**src/rtl/tt_au_booth_pkg.sv**
```systemverilog
// rtl/tt_au_booth_pkg.sv - shared types and constants for the Booth multiplier tile
// Purpose: operand width, FSM state encoding and datapath typedefs used by
//          tt_au_booth_multi_hhrb98 and booth_step.
// Ports:   none (package).
package tt_au_booth_pkg;

  localparam int N     = 4;
  localparam int CNT_W = $clog2(N);

  typedef enum logic [1:0] {
    IDLE = 2'd0,
    RUN  = 2'd1,
    DONE = 2'd2
  } state_t;

  typedef logic signed [N-1:0]   operand_t;
  typedef logic signed [N:0]     acc_t;
  typedef logic signed [2*N-1:0] product_t;

endpackage

```
**src/rtl/tt_au_booth_multi_hhrb98_booth_step.sv**
```systemverilog
// rtl/tt_au_booth_multi_hhrb98_booth_step.sv - one combinational radix-2 Booth iteration
// Purpose: conditional add/subtract of the multiplicand into the accumulator,
//          followed by an arithmetic right shift of {A, Q, q_m1}.
// Ports:
//   a_in    in  N+1  accumulator A
//   q_in    in  N    multiplier register Q
//   q_m1_in in  1    Booth guard bit
//   m_in    in  N    multiplicand M (signed)
//   a_out   out N+1  next A
//   q_out   out N    next Q
//   q_m1_out out 1   next guard bit
module booth_step
  import tt_au_booth_pkg::*;
(
  input  acc_t     a_in,
  input  operand_t q_in,
  input  logic     q_m1_in,
  input  operand_t m_in,
  output acc_t     a_out,
  output operand_t q_out,
  output logic     q_m1_out
);

  acc_t m_ext;
  acc_t sum;

  // A is one bit wider than M, so sign-extending M keeps A-M exact for M=-8.
  assign m_ext = {m_in[N-1], m_in};

  always_comb begin
    sum = a_in;
    case ({q_in[0], q_m1_in})
      2'b10:   sum = a_in - m_ext;
      2'b01:   sum = a_in + m_ext;
      default: sum = a_in;
    endcase
  end

  // Arithmetic right shift of the concatenation {sum, Q, q_m1}.
  assign a_out    = {sum[N], sum[N:1]};
  assign q_out    = {sum[0], q_in[N-1:1]};
  assign q_m1_out = q_in[0];

endmodule

```
**src/rtl/tt_au_booth_multi_hhrb98.sv**
```systemverilog
// rtl/tt_au_booth_multi_hhrb98.sv - sequential radix-2 Booth multiplier tile
// Purpose: multiplies two signed 4-bit operands, one Booth iteration per clock,
//          and latches the signed 8-bit product on Z.
// Optional feature macro: BOOTH_CLR_ON_START_EN (clear Z when a start is accepted).
// Ports:
//   clk     in  1  clock, rising edge
//   rst_n   in  1  asynchronous reset, active high (name kept for the harness)
//   ena     in  1  tile enable; 0 freezes all state
//   X       in  8  [3:0] multiplicand, [4] start, [7:5] unused
//   Y       in  8  [3:0] multiplier, [7:4] unused
//   Z       out 8  registered signed product
//   uio_out out 8  {6'b0, done, busy}
//   uio_oe  out 8  constant 0 (uio pins are inputs)
module tt_au_booth_multi_hhrb98
  import tt_au_booth_pkg::*;
(
  input  logic       clk,
  input  logic       rst_n,
  input  logic       ena,
  input  logic [7:0] X,
  input  logic [7:0] Y,
  output logic [7:0] Z,
  output logic [7:0] uio_out,
  output logic [7:0] uio_oe
);

  state_t           state;
  acc_t             a_r;
  operand_t         q_r;
  operand_t         m_r;
  logic             q_m1_r;
  logic [CNT_W-1:0] cnt;
  product_t         z_r;
  logic             busy_r;
  logic             done_r;
  logic             start_q;

  acc_t     a_nxt;
  operand_t q_nxt;
  logic     q_m1_nxt;
  logic     start_evt;
  logic     unused_ok;

  // Start is a rising edge of X[4]; a held level launches only one run.
  assign start_evt = X[4] & ~start_q;

  booth_step u_step (
    .a_in     (a_r),
    .q_in     (q_r),
    .q_m1_in  (q_m1_r),
    .m_in     (m_r),
    .a_out    (a_nxt),
    .q_out    (q_nxt),
    .q_m1_out (q_m1_nxt)
  );

  always_ff @(posedge clk or posedge rst_n) begin
    if (rst_n) begin
      state   <= IDLE;
      a_r     <= '0;
      q_r     <= '0;
      m_r     <= '0;
      q_m1_r  <= 1'b0;
      cnt     <= '0;
      z_r     <= '0;
      busy_r  <= 1'b0;
      done_r  <= 1'b0;
      start_q <= 1'b0;
    end else if (ena) begin
      start_q <= X[4];
      case (state)
        IDLE: begin
          if (start_evt) begin
            m_r    <= X[N-1:0];
            q_r    <= Y[N-1:0];
            a_r    <= '0;
            q_m1_r <= 1'b0;
            cnt    <= '0;
            done_r <= 1'b0;
            busy_r <= 1'b1;
            state  <= RUN;
`ifdef BOOTH_CLR_ON_START_EN
            z_r    <= '0;
`else
            z_r    <= z_r;
`endif
          end
        end
        RUN: begin
          a_r    <= a_nxt;
          q_r    <= q_nxt;
          q_m1_r <= q_m1_nxt;
          cnt    <= cnt + 1'b1;
          if (cnt == CNT_W'(N-1)) begin
            state <= DONE;
          end
        end
        DONE: begin
          // Product fits in 2N bits, so the top accumulator bit is redundant sign.
          z_r    <= {a_r[N-1:0], q_r};
          done_r <= 1'b1;
          busy_r <= 1'b0;
          state  <= IDLE;
        end
        default: begin
          state  <= IDLE;
          busy_r <= 1'b0;
        end
      endcase
    end
  end

  assign Z       = z_r;
  assign uio_out = {6'b0, done_r, busy_r};
  assign uio_oe  = 8'h00;

  assign unused_ok = &{1'b0, X[7:5], Y[7:4]};

endmodule

```
**config.mk**
```make
export PLATFORM = sky130hd
export DESIGN_NAME = tt_au_booth_multi_hhrb98
export DESIGN_NICKNAME = d
export VERILOG_FILES = /design/src/rtl/tt_au_booth_pkg.sv /design/src/rtl/tt_au_booth_multi_hhrb98_booth_step.sv /design/src/rtl/tt_au_booth_multi_hhrb98.sv
export SDC_FILE = /design/constraint.sdc
export NUM_CORES = 1
export LEC_CHECK = 0
export BUFFER_PORTS_ARGS = -buffer_cell sky130_fd_sc_hd__buf_2
export CAP_MARGIN = 20
export CORE_AREA = 2 2 62 64
export CTS_CLUSTER_SIZE = 16
export DETAILED_ROUTE_END_ITERATION = 8
export DIE_AREA = 0 0 64 66
export PLACE_DENSITY_LB_ADDON = 0.2
export SYNTH_ARGS = -nofsm -noshare
export SYNTH_HDL_FRONTEND = slang
export SYNTH_SLANG_ARGS = --single-unit
```
**constraint.sdc**
```tcl
create_clock -name clk -period 2.5 [get_ports clk]
set_clock_uncertainty 0.2 [all_clocks]
set_input_delay 0.5 -clock clk [delete_from_list [all_inputs] [get_ports clk]]
set_output_delay 0.5 -clock clk [all_outputs]
set_load 0.01 [all_outputs]
```
==> metrics, run 1 <==
status completed; Clock Power Share 0.126; vias per cell about 4.8; Root Driver clkbuf_4; Post-synth EDFFs 0; CP top delay family adder cells; NetSw a little over 900 uW; Buf/Inv on CP 1; Maximum Capacitance Violations 0; drt first-iter violations 63; worst reg2reg path endpoint a_r[3]$_DFFE_PP0P_; Critical-path top delay cell dfrtp_1; mux cell area share after synthesis 0.1151; Hold WC Path Type primary input to async pin; ANT nets after route 0; diodes inserted 0; Reg2Reg Depth 8; DRC 0; Fin. Hold Viols 0; die width 64 um; CP max FO 3; Max Root-Sink Buffers 2; die height around 66 um; most frequent CP cell mux2_4; row count 22; cts hold-fix bufs 0; top cells by area, synth dfrtp_1 44%, buf_4 7.5%, mux2_2 6.3%; largest net degree at the start of global routing 29; pins over their slew limit 0; first-pass GRT wire length 4.685 mm; most numerous cell in the Yosys netlist dfrtp_1; post-DP HPWL between 2 and 2.5 mm; CTS Buf Count 3; worst-path cell chain inv_1 > ha_1 > mux2_4 > fa_2 > a21o_1 > a21oi_2 > mux2_4 > o22ai_2; crit path kind flip-flop to flip-flop; fin crit share 0.9687; Primary FF master, synth dfrtp_1; Synth top area share 0.4385; Layout fillers 338; worst path arrival time between 2 and 2.5 ns; max_slew headroom 0.4285; total global-route track usage 0.1414; Initial Utilization 0.4500; share of cells above drive strength 1 0.2486; crit path time final between 2 and 2.5 ns; Critical R2R Launch m_r[1]$_DFFE_PP0P_; clk slew on worst S/H paths 0.16 ns; Final Core Density 0.4989; TritonCTS clock tree built; Post-Synth XOR/XNOR Area 0.02193; area delta synth->final 10.88%; post-synthesis register bit count 28; drt pass-1 iters 4; warnings from Yosys 0; RSZ-0062 raised after global routing no; total number of vias approximately 1.1k; sequential-to-total area share from yosys stat 0.4385; Synth Instances roughly 160; Final #Nets roughly 200; crit path launch m_r[1]$_DFFE_PP0P_; Power Total 2389 uW; WHS 0.002460 ns; complex-gate fraction of the synthesized area 0.1245; cell taking the most area after synthesis dfrtp_1; Seq pwr share 0.337; peak supply drop 0.5658 mV; internal power 1468 uW; latest clock arrival within the worst-skew pair 0.33 ns; switch share 0.3854; largest family of logic cells by synthesized area compound AO/OA/AOI/OAI gates; core area roughly 3600 um^2; Max Fclk 412.9 MHz; Post-Syn Area 1598 um^2; Synth Area in Adders 0.06735; Synth cell types 35; vias in the first global route ~1.1k; ys async rst share 1.000; Syn Area/Cell 10.24 um^2; sequential cell area around 700 um^2; setup violators final 0; Reg2Reg Setup Slack 0.08 ns; Post-Synth Simple-Gate Area 0.1112; Port-buffer cells 21; WP data required 2.57 ns; Least-Margin Pin Slew 0.8516 ns; pwr/cell area 1348 nW/um^2; antenna violations before repair 0; post-DR wirelength/cell approximately 12 um; Worst setup EP type flip-flop; htree depth 1; detailed-route wire length roughly 2.8 mm; Post-synth top cells 28 x dfrtp_1, 16 x buf_4, 14 x nand2_1, 13 x o21ai_0; Leak between 0.0009 and 0.001 uW; crit start category flip-flop; global placer's final weighted congestion between 0.7 and 0.8; grt ovf 0; Die Area 4224 um^2; Max stage delay on crit path just over 0.4 ns; I/O pin cnt between 40 and 50; footprint of the multi-input gates 782.0 um^2; logic gate share of total power 0.537; # clock sinks 28
-- cell type report --
| type | count | share of cell area |
|---|---|---|
| flip-flops and latches | 28 | 0.3955 |
| repair buffers | 26 | 0.08051 |
| clock buffers | 3 | 0.01271 |
| multi-input cells | 110 | 0.4414 |
| clock inverters | 1 | 0.01695 |
| well taps | 48 | 0.03390 |
| inverters | 9 | 0.01907 |
-- how the worst max path moves through the flow --
stage	to	cells after the start
floorplan	a_r[3]$_DFFE_PP0P_	8
global placement	a_r[3]$_DFFE_PP0P_	8
detailed placement	a_r[3]$_DFFE_PP0P_	8
CTS	a_r[3]$_DFFE_PP0P_	8
global route	a_r[3]$_DFFE_PP0P_	8
finish	a_r[3]$_DFFE_PP0P_	8
-- kinds of logic (layout without fill, tap and decap cells) --
group           Yosys count  in the layout
flops                    28             28
fa+ha+maj                 8              8
mux                      17             17
other cells               1             14
compound gates           32             32
xor+xnor                  4              4
simple gates             35             35
buf+inv                  31             39
-- power groups by stage --
stage	combinational (uW)	sequential (uW)	clock [uW]
5_1_grt	1460	839	324
2_1_floorplan	961	803	0
6_report	1280	805	301
3_5_place_dp	1240	812	0
4_1_cts	1270	803	310
3_3_place_gp	1200	800	0
-- flip-flops by register name, summed over array words and instances, names as in the netlist, 2 cells and up --
name and flops:
a_r 4, state 2, Z 8, q_r 4, cnt 2, m_r 4
-- worst register-to-register path: stages (launching register included) --
cell and delay [ns]:
dfrtp_1 0.41, inv_1 0.06, ha_1 0.27, mux2_4 0.29, fa_2 0.34, a21o_1 0.19, a21oi_2 0.17, mux2_4 0.32
o22ai_2 0.11
-- cell usage in the layout, fill, tap and decap left out, types with 2 or more instances in the layout --
| master | count |
|---|---|
| a21o_1 | 2 |
| nor2b_1 | 3 |
| ha_1 | 6 |
| clkbuf_4 | 3 |
| conb_1 | 14 |
| inv_1 | 9 |
| xor2_1 | 2 |
| nor3_1 | 2 |
| o2bb2ai_1 | 2 |
| o21ai_0 | 13 |
| buf_4 | 5 |
| buf_2 | 21 |
| mux2_2 | 7 |
| o211ai_1 | 2 |
| nand2_1 | 14 |
| a21oi_1 | 6 |
| mux2_4 | 2 |
| dfrtp_1 | 28 |
| mux2i_1 | 6 |
| and2_1 | 2 |
| nor2_1 | 7 |
| xnor2_1 | 2 |
| nand2b_1 | 2 |
| mux2_1 | 2 |
| nand3b_1 | 2 |
-- repair_timing --
| item | in CTS | in global routing |
|---|---|---|
| gates cloned | 0 | 0 |
| pin swaps | 0 | 1 |
| setup buffers | 0 | 0 |
| gates resized for setup | 3 | 2 |
| setup endpoints to repair | 1 | 1 |
| hold endpoints to repair | 0 | 0 |
-- through the flow --
stage	instances	area [um^2]	setup TNS, ns	setup slack, ns
global placement	221	1697	0	0.01959
detailed placement	221	1697	-0.01795	-0.01795
floorplan	169	1650	0	0.007397
global route	225	1772	0	0.01199
finish	225	1772	0	0.07826
CTS	225	1758	0	0.03486
-- routing by layer --
layer | routed length (um) | GRT usage | vias up
met2 | 1334 | 0.2487 | 24
met4 | 26 | 0.04891 | 0
li1 | - | - | 546
met1 | 1298 | 0.1783 | 511
met5 | 0 | 0 | -
met3 | 107 | 0.01874 | 4
(Power assumes the default switching activity.)
==> run 2, diff against run 1 <==
--- a/config.mk
+++ b/config.mk
@@ -12,6 +12,7 @@
 export DETAILED_ROUTE_END_ITERATION = 8
 export DIE_AREA = 0 0 64 66
 export PLACE_DENSITY_LB_ADDON = 0.2
+export SETUP_SLACK_MARGIN = 0.5
 export SYNTH_ARGS = -nofsm -noshare
 export SYNTH_HDL_FRONTEND = slang
 export SYNTH_SLANG_ARGS = --single-unit
==> run 2 against run 1 <==
  * The flow now finishes with violations (hold timing)
  * Clock-buffer cell count unchanged
  * Power rose by 12%
  * Via count grew 4.7%
  * Register-to-register slack better by 0.05 ns
  * Critical path depth unchanged
==> metrics, run 2 (synthesis results as in run 1) <==
vias in the first global route 1,147 (was 1,063); htree depth 1 (unchanged); total number of vias 1,136 (was 1,085); drt first-iter violations 21 (was 63); post-DR wirelength/cell 12.85 um (was 12.29 um); Leak 0.0009360 uW (was 0.0009012 uW); Hold WC Path Type primary input to async pin (unchanged); RSZ-0062 raised after global routing yes (was no); TritonCTS clock tree built (unchanged); final setup TNS 0 ns (unchanged); failing checks hold timing; max_slew headroom 0.4001 (was 0.4285); CP max FO 3 (unchanged); Fin. Hold Viols 4 (was 0); latest clock arrival within the worst-skew pair 0.33 ns (about the same); detailed-route wire length 2.969 mm (was 2.766 mm); area delta synth->final 16.84% (was 10.88%); core area 3551 um^2 (unchanged); Die Area 4224 um^2 (unchanged); Root Driver clkbuf_4 (unchanged); Max stage delay on crit path 0.43 ns (was 0.41 ns); DRC 0 (unchanged); ANT nets after route 0 (unchanged); pwr/cell area 1436 nW/um^2 (was 1348 nW/um^2); most frequent cells in the layout 28 x dfrtp_1, 21 x buf_2, 14 x nand2_1, 14 x conb_1, 11 x o21ai_0 (was 28 x dfrtp_1, 21 x buf_2, 14 x nand2_1, 14 x conb_1, 13 x o21ai_0); I/O pin cnt 43 (unchanged); Critical-path top delay cell dfrtp_1 (unchanged); die height 66 um (unchanged); Maximum Capacitance Violations 0 (unchanged); post-DP HPWL 1.984 mm (was 2.055 mm); # clock sinks 28 (unchanged); setup violators final 0 (unchanged); Initial Utilization 0.4500 (unchanged); clk slew on worst S/H paths 0.16 ns (about the same); crit start category flip-flop (unchanged); Least-Margin Pin Slew 0.8938 ns (was 0.8516 ns); total global-route track usage 0.1501 (was 0.1414); global placer's final weighted congestion 0.7383 (was 0.7198); Max Root-Sink Buffers 2 (unchanged); worst path arrival time 2.45 ns (was 2.49 ns); Final Core Density 0.5257 (was 0.4989); drt pass-1 iters 4 (unchanged); max FFs per register 8 (unchanged); status complete, but fails checks (was completed); row count 22 (unchanged); antenna violations before repair 0 (unchanged); Max Fclk 421.0 MHz (was 412.9 MHz); peak supply drop 0.6005 mV (was 0.5658 mV); CTS Buf Count 3 (unchanged); fin crit share 0.9501 (was 0.9687); share of cells above drive strength 1 0.3169 (was 0.2486); most common cell after layout, fill and taps aside dfrtp_1 (unchanged); pins over their slew limit 0 (unchanged); crit path kind flip-flop to flip-flop (unchanged); grt ovf 0 (unchanged); cts hold-fix bufs 0 (unchanged); Worst setup EP type flip-flop (unchanged); most frequent CP cell mux2_4 (unchanged); die width 64 um (unchanged); crit path time final 2.375 ns (was 2.422 ns); largest net degree at the start of global routing 29 (unchanged); vias per cell 4.918 (was 4.822); WHS -0.001251 ns (was 0.002460 ns); WP data required 2.58 ns (was 2.57 ns); Port-buffer cells 21 (unchanged); first-pass GRT wire length 5.016 mm (was 4.685 mm); diodes inserted 0 (unchanged); worst-path cell chain inv_2 > ha_4 > mux2_4 > fa_2 > a21o_1 > a21oi_4 > mux2_4 > o22ai_2 (was inv_1 > ha_1 > mux2_4 > fa_2 > a21o_1 > a21oi_2 > mux2_4 > o22ai_2); Final #Nets 211 (was 205)
run 2: repair_timing:
action,in CTS,in global routing
setup endpoints to repair,4,6
resized for setup,6,4
buffers inserted,5,5
pin swaps,4,6
cloned,0,0
endpoints found under the hold margin,0,0
run 2: layer usage:
metal	vias up	GRT usage	wire length, um
li1	555	-	-
met1	546	0.1885	1289
met2	25	0.2604	1501
met3	10	0.02215	92
met4	0	0.05707	85
met5	-	0	0
run 2: cell type report:
class / count / area [um^2]
fillers: 351 / 1684
clock inverters: 1 / 30.03
flip-flops and latches: 28 / 700.7
repair buffers: 32 / 191.4
multi-input cells: 110 / 828.3
inverters: 9 / 33.78
clock buffers: 3 / 22.52
well taps: 48 / 60.06
run 2: per-stage QoR:
step	hold WS [ns]	power (uW)	setup WS [ns]	instances	instance area, um^2
2_1_floorplan	0.2668	1829	0.1714	169	1677
3_3_place_gp	0.2563	2014	0.08882	217	1693
3_5_place_dp	0.2710	2069	0.05678	217	1693
4_1_cts	0.007564	2552	0.1107	226	1810
5_1_grt	0.03264	2899	0.04724	231	1867
6_report	-0.001251	2681	0.1247	231	1867
run 2: power by group:
group          total [uW]  internal (uW)  switching [uW]
sequential            810            648             163
clock                 303            162             141
combinational        1570            820             748
run 2: final timing paths:
kind / to / cells past startpoint / startpoint / slack, ns
setup / recovery: a_r[3]$_DFFE_PP0P_ / 8 / m_r[0]$_DFFE_PP0P_ / 0.12
hold / removal: a_r[1]$_DFFE_PP0P_ / 3 / rst_n / -0.001
hold reg to reg: Z[0]$_DFFE_PP0P_ / 2 / Z[0]$_DFFE_PP0P_ / 0.30
min in group clk: m_r[0]$_DFFE_PP0P_ / 3 / X[0] / 0.16
max in group asynchronous: cnt[1]$_DFFE_PP0P_ / 3 / rst_n / 1.84
setup reg to reg: a_r[3]$_DFFE_PP0P_ / 8 / m_r[0]$_DFFE_PP0P_ / 0.12
run 2: worst max-delay path: cells and delay by family (launching register included):
family | cells | cell delay [ns]
compound gates | 3 | 0.44
fa+ha+maj | 2 | 0.56
buf+inv | 1 | 0.09
flops | 1 | 0.43
mux | 2 | 0.60
